File: config.mk
export PLATFORM = sky130hd
export DESIGN_NAME = input_debounce
export DESIGN_NICKNAME = d
export VERILOG_FILES = /design/src/rtl/input_debounce_pkg.sv /design/src/rtl/input_debounce_sync.sv /design/src/rtl/input_debounce.sv
export SDC_FILE = /design/constraint.sdc
export NUM_CORES = 1
export LEC_CHECK = 0
export CORE_AREA = 5 5 42 44
export DETAILED_ROUTE_END_ITERATION = 10
export DIE_AREA = 0 0 47 49
export HOLD_SLACK_MARGIN = 0.12
export PLACE_DENSITY_LB_ADDON = 0.2
export SYNTH_ARGS = -nofsm -noshare
export SYNTH_HDL_FRONTEND = slang
export SYNTH_SLANG_ARGS = --single-unit
File: constraint.sdc
create_clock -name clk -period 1.82 [get_ports clk]
set_clock_uncertainty 0.2 [all_clocks]
set_input_delay 0.364 -clock clk [delete_from_list [all_inputs] [get_ports clk]]
set_output_delay 0.364 -clock clk [all_outputs]
set_load 0.02 [all_outputs]
File: src/rtl/input_debounce_pkg.sv
// Shared types and parameter-legality helpers for the input_debounce block.
package debounce_pkg;

    // Filter states: the two CHK_* states hold the old output level while a
    // candidate new level is being confirmed.
    typedef enum logic [1:0] {
        LOW    = 2'd0,
        CHK_HI = 2'd1,
        HIGH   = 2'd2,
        CHK_LO = 2'd3
    } db_state_t;

    localparam int MIN_SYNC_STAGES   = 2;
    localparam int MIN_STABLE_CYCLES = 1;

    // Evaluated at elaboration so an illegal configuration stops the build.
    function automatic bit params_legal(input int syncStages, input int stableCycles);
        return (syncStages >= MIN_SYNC_STAGES) && (stableCycles >= MIN_STABLE_CYCLES);
    endfunction

    // The debounced level is 1 in HIGH and while confirming a fall from HIGH.
    function automatic logic is_high_state(input db_state_t st);
        return (st == HIGH) || (st == CHK_LO);
    endfunction

endpackage

File: src/rtl/input_debounce_sync.sv
// N-flop synchroniser bringing an asynchronous input into the clk domain.
// All stages reset to 0; the output is the last stage.
module sync_chain #(
    parameter int STAGES = 2
) (
    input  logic clk,
    input  logic reset,
    input  logic i_async,
    output logic o_sync
);

    logic [STAGES-1:0] r_sync;

    // Shift the raw input through the chain; only stage 0 ever sees i_async.
    always_ff @(posedge clk or posedge reset) begin
        if (reset) begin
            r_sync <= '0;
        end else begin
            r_sync <= {r_sync[STAGES-2:0], i_async};
        end
    end

    assign o_sync = r_sync[STAGES-1];

endmodule

File: src/rtl/input_debounce.sv
// Debouncer for one bouncy external input: synchronise, then require
// STABLE_CYCLES identical samples before the registered output changes.
// Optional feature macro: DEBOUNCE_EDGE_EN builds registered rise/fall pulses;
// without it rise_pulse and fall_pulse are tied low (port list unchanged).
module input_debounce
    import debounce_pkg::*;
#(
    parameter int SYNC_STAGES   = 2,
    parameter int STABLE_CYCLES = 4
) (
    input  logic clk,
    input  logic reset,
    input  logic raw_in,
    output logic db_out,
    output logic rise_pulse,
    output logic fall_pulse
);

    localparam int              CNT_W     = $clog2(STABLE_CYCLES + 1);
    localparam logic [CNT_W-1:0] CNT_LAST = CNT_W'(STABLE_CYCLES - 1);
    localparam bit              PARAMS_OK = params_legal(SYNC_STAGES, STABLE_CYCLES);

    generate
        if (!PARAMS_OK) begin : g_badParams
            $error("input_debounce: SYNC_STAGES must be >= 2 and STABLE_CYCLES >= 1");
        end
    endgenerate

    logic             w_sync;
    db_state_t        r_state;
    db_state_t        w_stateNext;
    logic [CNT_W-1:0] r_cnt;
    logic [CNT_W-1:0] w_cntNext;
    logic             r_dbOut;
    logic             w_dbNext;

    sync_chain #(
        .STAGES (SYNC_STAGES)
    ) u_sync (
        .clk     (clk),
        .reset   (reset),
        .i_async (raw_in),
        .o_sync  (w_sync)
    );

    // Next state and stability count. Any sample agreeing with the current
    // output level during a CHK_* state throws the partial run away. With
    // STABLE_CYCLES==1 the first opposite sample switches directly, so the
    // count is left at 0 to keep it within 0..STABLE_CYCLES-1.
    always_comb begin
        w_stateNext = r_state;
        w_cntNext   = r_cnt;
        case (r_state)
            LOW: begin
                if (w_sync) begin
                    w_stateNext = (STABLE_CYCLES == 1) ? HIGH : CHK_HI;
                    w_cntNext   = (STABLE_CYCLES == 1) ? '0 : CNT_W'(1);
                end else begin
                    w_cntNext = '0;
                end
            end
            CHK_HI: begin
                if (!w_sync) begin
                    w_stateNext = LOW;
                    w_cntNext   = '0;
                end else if (r_cnt == CNT_LAST) begin
                    w_stateNext = HIGH;
                    w_cntNext   = '0;
                end else begin
                    w_cntNext = r_cnt + CNT_W'(1);
                end
            end
            HIGH: begin
                if (!w_sync) begin
                    w_stateNext = (STABLE_CYCLES == 1) ? LOW : CHK_LO;
                    w_cntNext   = (STABLE_CYCLES == 1) ? '0 : CNT_W'(1);
                end else begin
                    w_cntNext = '0;
                end
            end
            CHK_LO: begin
                if (w_sync) begin
                    w_stateNext = HIGH;
                    w_cntNext   = '0;
                end else if (r_cnt == CNT_LAST) begin
                    w_stateNext = LOW;
                    w_cntNext   = '0;
                end else begin
                    w_cntNext = r_cnt + CNT_W'(1);
                end
            end
            default: begin
                w_stateNext = LOW;
                w_cntNext   = '0;
            end
        endcase
    end

    assign w_dbNext = is_high_state(w_stateNext);

    // State, count and the registered output level, all cleared by reset.
    always_ff @(posedge clk or posedge reset) begin
        if (reset) begin
            r_state <= LOW;
            r_cnt   <= '0;
            r_dbOut <= 1'b0;
        end else begin
            r_state <= w_stateNext;
            r_cnt   <= w_cntNext;
            r_dbOut <= w_dbNext;
        end
    end

    assign db_out = r_dbOut;

`ifdef DEBOUNCE_EDGE_EN
    logic r_rise;
    logic r_fall;

    // Pulses register on the same edge that updates db_out, so each is high
    // exactly in the first cycle the new level is visible.
    always_ff @(posedge clk or posedge reset) begin
        if (reset) begin
            r_rise <= 1'b0;
            r_fall <= 1'b0;
        end else begin
            r_rise <= w_dbNext & ~r_dbOut;
            r_fall <= ~w_dbNext & r_dbOut;
        end
    end

    assign rise_pulse = r_rise;
    assign fall_pulse = r_fall;
`else
    assign rise_pulse = 1'b0;
    assign fall_pulse = 1'b0;
`endif

endmodule

== Yosys cells after proc, flatten, opt, wreduce, memory -nomap -nowiden ==
Index checks and enable logic that the tools add are counted.

* Add/sub/neg operators: 1
* Equality and inequality tests: 6
* Mux-type cells: 13
* Reductions and logical operators: 2

{| class="wikitable"
|+ Operators by type and width
! operator !! number
|-
| 2-bit 2-to-1 mux || 6
|-
| 3-bit case mux with 4 select lines || 1
|-
| 3-bit 2-to-1 mux || 3
|-
| 2-bit == test, second input constant || 4
|-
| 2-bit case mux with 4 select lines || 1
|-
| 3-bit by 1-bit adder with 3-bit output, second input constant || 1
|-
| 3-bit by 2-bit == test with 1-bit output, second input constant || 1
|-
| 2-bit by 1-bit == test with 1-bit output, second input constant || 1
|-
| 2-bit zero test || 1
|-
| 1-bit 2-to-1 mux || 2
|-
| 1-bit logical OR || 1
|}

* Register bits after elaboration: 8
* Input port bits: 3
* Word-level logic and storage cells: 26

== Depth between registers and ports, before layout ==
* Depth in word-level cells: 6
* Depth in mapped cells: 4

== Hierarchy ==
From an unflattened synthesis, not the netlist that was laid out.

* Cells, all modules: 22
* Area, all modules: 294.0 um^2

{| class="wikitable"
|+ By module, submodules not included
! module !! instances !! cells an instance !! area an instance (um^2)
|-
| input_debounce || 1 || 19 || 240.2
|-
| sync_chain || 1 || 3 || 53.8
|}

== Worst setup path before layout ==
Ideal clock, no wire load.

* Kind: register to register
* From: register r_cnt[0]
* To: register r_dbOut (netlist: db_out)
* Setup time: 0.125 ns
* Data arrival time: 1.020 ns
* Slack: 0.475 ns
* Cell stages (with the launch flop): 5
* Buffers on the path: 0
* Clock period less this slack: 1.345 ns
* Cell sequence: dfrtp_1 > ha_1 > nor2b_4 > nand2_2 > mux2_4

* Cells in the longest elaborated chain, start to end: 6

{| class="wikitable"
|+ RTL lines
! element !! RTL line !! text
|-
| from (decl) || input_debounce.sv:32 || <nowiki>logic [CNT_W-1:0] r_cnt;</nowiki>
|-
| from (signal assigned) || input_debounce.sv:109 || <nowiki>r_cnt <= w_cntNext;</nowiki>
|-
| 3-bit by 2-bit == test with 1-bit output * || input_debounce.sv:66, input_debounce.sv:85 ||
|-
| 2-bit 2-to-1 mux (on tied branches) || input_debounce.sv:85, input_debounce.sv:66 ||
|-
| 2-bit 2-to-1 mux (on tied branches) || input_debounce.sv:82, input_debounce.sv:63 ||
|-
| 2-bit case mux with 4 select lines * || input_debounce.sv:53 || <nowiki>case (r_state)</nowiki>
|-
| 2-bit == test || input_debounce_pkg.sv:23 || <nowiki>return (st == HIGH) || (st == CHK_LO);</nowiki>
|-
| 1-bit logical OR * || input_debounce_pkg.sv:23 ||
|-
| named net w_dbNext || input_debounce.sv:35 || <nowiki>logic w_dbNext;</nowiki>
|-
| to (signal assigned) || input_debounce.sv:110 || <nowiki>r_dbOut <= w_dbNext;</nowiki>
|-
| to (decl) || input_debounce.sv:34 || <nowiki>logic r_dbOut;</nowiki>
|}

Mark *: on every way through the listed nets, which the timed path passes. The rest lies on a longest branch.

== Worst setup path in the final report ==
* From: register r_dbOut (netlist: db_out)
* To: output port db_out

{| class="wikitable"
|+ RTL lines
! element !! RTL line !! text
|-
| to (decl) || input_debounce.sv:14 || <nowiki>output logic db_out,</nowiki>
|}

No word-level cell between the ends.

==> flow_metrics.tcl <==
set metrics [dict create \
    worstPathArrival_ns 0.97 \
    rr_endpoint "db_out" \
    final_nets 32 \
    maxCapViolations 0 \
    htree_levels 1 \
    syn_area_um2 290 \
    insertion_delay_ns 0.24 \
    drcViolationCount 0 \
    grt_pass1_vias 160 \
    fillerInstances 158 \
    rsz0062_at_grt "no" \
    dpl-instance-area_um2 329 \
    die_area_um2 2300 \
    area_growth_pct 22.0 \
    met1_usage_pct 5.13 \
    rows 14 \
    setup_tns_ns 0 \
    drive_above_1_share_pct 29.6 \
    die_w_um 47 \
    post-route-util_pct 25.3 \
    end_kind "output pin" \
    use_met2_pct 5.43 \
    grt_pass1_wl_um 676 \
    clockBufferDepth 2 \
    cp.required_ns 1.26 \
    power_density_nw_per_um2 1390 \
    drt-total-wl_um 393 \
    drv_slew 0 \
    avgSynthCellArea_um2 13.8 \
    synth_largest_area_cell "dfrtp_1" \
    die_h_um 49 \
    rr_startpoint "r_cnt[0]" \
    cts_resized 1 \
    start_kind "register" \
    post_cts_buffers 0 \
    slowest_stage "dfrtp_1" \
    r2r_slack_ns 0.43 \
    synthesis.instances 21 \
    cp_slowest_stage_delay_ns 0.40 \
    yosysSeqAreaShare_pct 60.3 \
    cts_root_buf "clkbuf_4" \
    post-route-period-util_pct 84.2 \
    antenna_found_initial 0 \
    avgViaCountPerCell 3.72 \
    yosys-top-cells-area "dfrtp_1 60%, buf_4 5.2%, mux2_4 5.2%, nor2b_4 4.7%, ha_1 4.3%" \
    grt-busiest-layer "met4" \
    p_leak_nw 0.175 \
    dr_total_vias 160 \
    setup.worst_path.start "db_out" \
    grtUsageMet3_pct 2.21 \
    synth_top_area_share_pct 60.3 \
    dp_hpwl_um 328 \
    fmax_ghz 0.653 \
    place.gp.congestion 0.666 \
    overflow 0 \
    clkTransAtPathRegs_ns 0.05 \
    cts_buffers 3 \
    drt_iter0_markers 1 \
    grt_max_degree 8 \
    crit_chain "dlygate4sd2_1" \
    critical-path-top-delay-family "flip-flops" \
    post_synth_num_cell_types 14 \
    setup_viol 0 \
    wire_per_inst_um 9.14 \
    first_pass_iters 2 \
    io_pins 6 \
    coreArea_um2 1400 \
    clock-sinks 7 \
    synth_warnings 0 \
    status "finished, final reports clean" \
    path_class "reg -> out" \
    grt_usage_pct 4.60 \
    cts_tree "done" \
    max-vdd-ir-drop_mv 0.378 \
    portBuffers 3 \
    path_buf_inv 1 \
    ctsHoldBuffers 0 \
    reg2regPathDepth 4 \
    crit_path_max_fanout 3 \
    period_needed_ns 1.53 \
    ant_nets 0 \
    ys_ff_latch 7 \
    diodes 0 \
    fin_area_um2 354 \
    start_util_pct 20.7 \
    worstHoldPathType "in -> async" \
    hold_viol 0 \
]
cells in the mapped netlist:
library cell	n
and2_1	1
and2_2	1
and3_1	1
and4b_2	1
buf_4	2
conb_1	1
dfrtp_1	7
ha_1	1
inv_1	1
mux2_4	1
nand2_2	1
nor2b_4	1
o21ai_0	1
xor2_1	1
flip-flops by register name, summed over array words and instances, names as in the netlist:
register / count
db_out: 1
r_state: 1
r_cnt: 3
u_sync.r_sync: 2
cells by family after synthesis:
kind of cell,count (synthesis),share of synthesized area [%]
fa+ha+maj,1,4.31
flops,7,60.3
mux,1,5.17
other cells,1,1.29
xor+xnor,1,3.02
compound gates,1,1.72
buf+inv,3,6.46
simple gates,6,17.7
power breakdown:
group          switching, mW  internal, mW
Combinational         0.0564        0.0693
Sequential            0.0305         0.201
Clock                 0.0525        0.0834
Total                  0.139         0.353
stage by stage:
step	hold slack [ns]	worst slack, ns	power, mW	instances
2_1_floorplan	-0.0326	0.475	0.326	22
3_3_place_gp	0.142	0.292	0.364	39
3_5_place_dp	0.145	0.275	0.370	39
4_1_cts	0.143	0.270	0.505	43
5_1_grt	0.162	0.252	0.530	43
6_report	0.146	0.288	0.493	43
layout make-up:
type / count / area, um^2 / share of cell area (%)
multi-input cells: 12 / 100 / 28.3
flip-flops and latches: 7 / 175 / 49.5
repair buffers: 3 / 28.8 / 8.13
inverters: 1 / 3.75 / 1.06
clock buffers: 4 / 26.3 / 7.42
well taps: 16 / 20.0 / 5.65
worst max-delay path by stage:
stage | to | slack (ns) | cells past startpoint
floorplan | db_out | 0.48 | 4
global placement | db_out | 0.29 | 1
detailed placement | db_out | 0.28 | 1
CTS | db_out | 0.27 | 1
global route | db_out | 0.25 | 1
finish | db_out | 0.29 | 1
layer usage:
layer  share of wire, %  wire [um]  vias to the layer above
li1                   -          -                       76
met1                 42        167                       77
met2                 50        196                        5
met3                6.4         25                        2
met4                1.0          4                        0
met5                  0          0                        -
cells in the final DEF, fill, tap and decap left out:
master	netlist	layout
dfrtp_1	7	7
clkbuf_4	0	3
conb_1	1	2
clkdlybuf4s50_1	0	2
nor2b_4	1	1
nand2_2	1	1
mux2_4	1	1
xor2_1	1	1
o21ai_0	1	1
and2_1	1	1
and3_1	1	1
and4b_2	1	1
and2_2	1	1
inv_1	1	1
ha_1	1	1
clkbuf_1	0	1
dlygate4sd2_1	0	1
(Power assumes the default switching activity.)
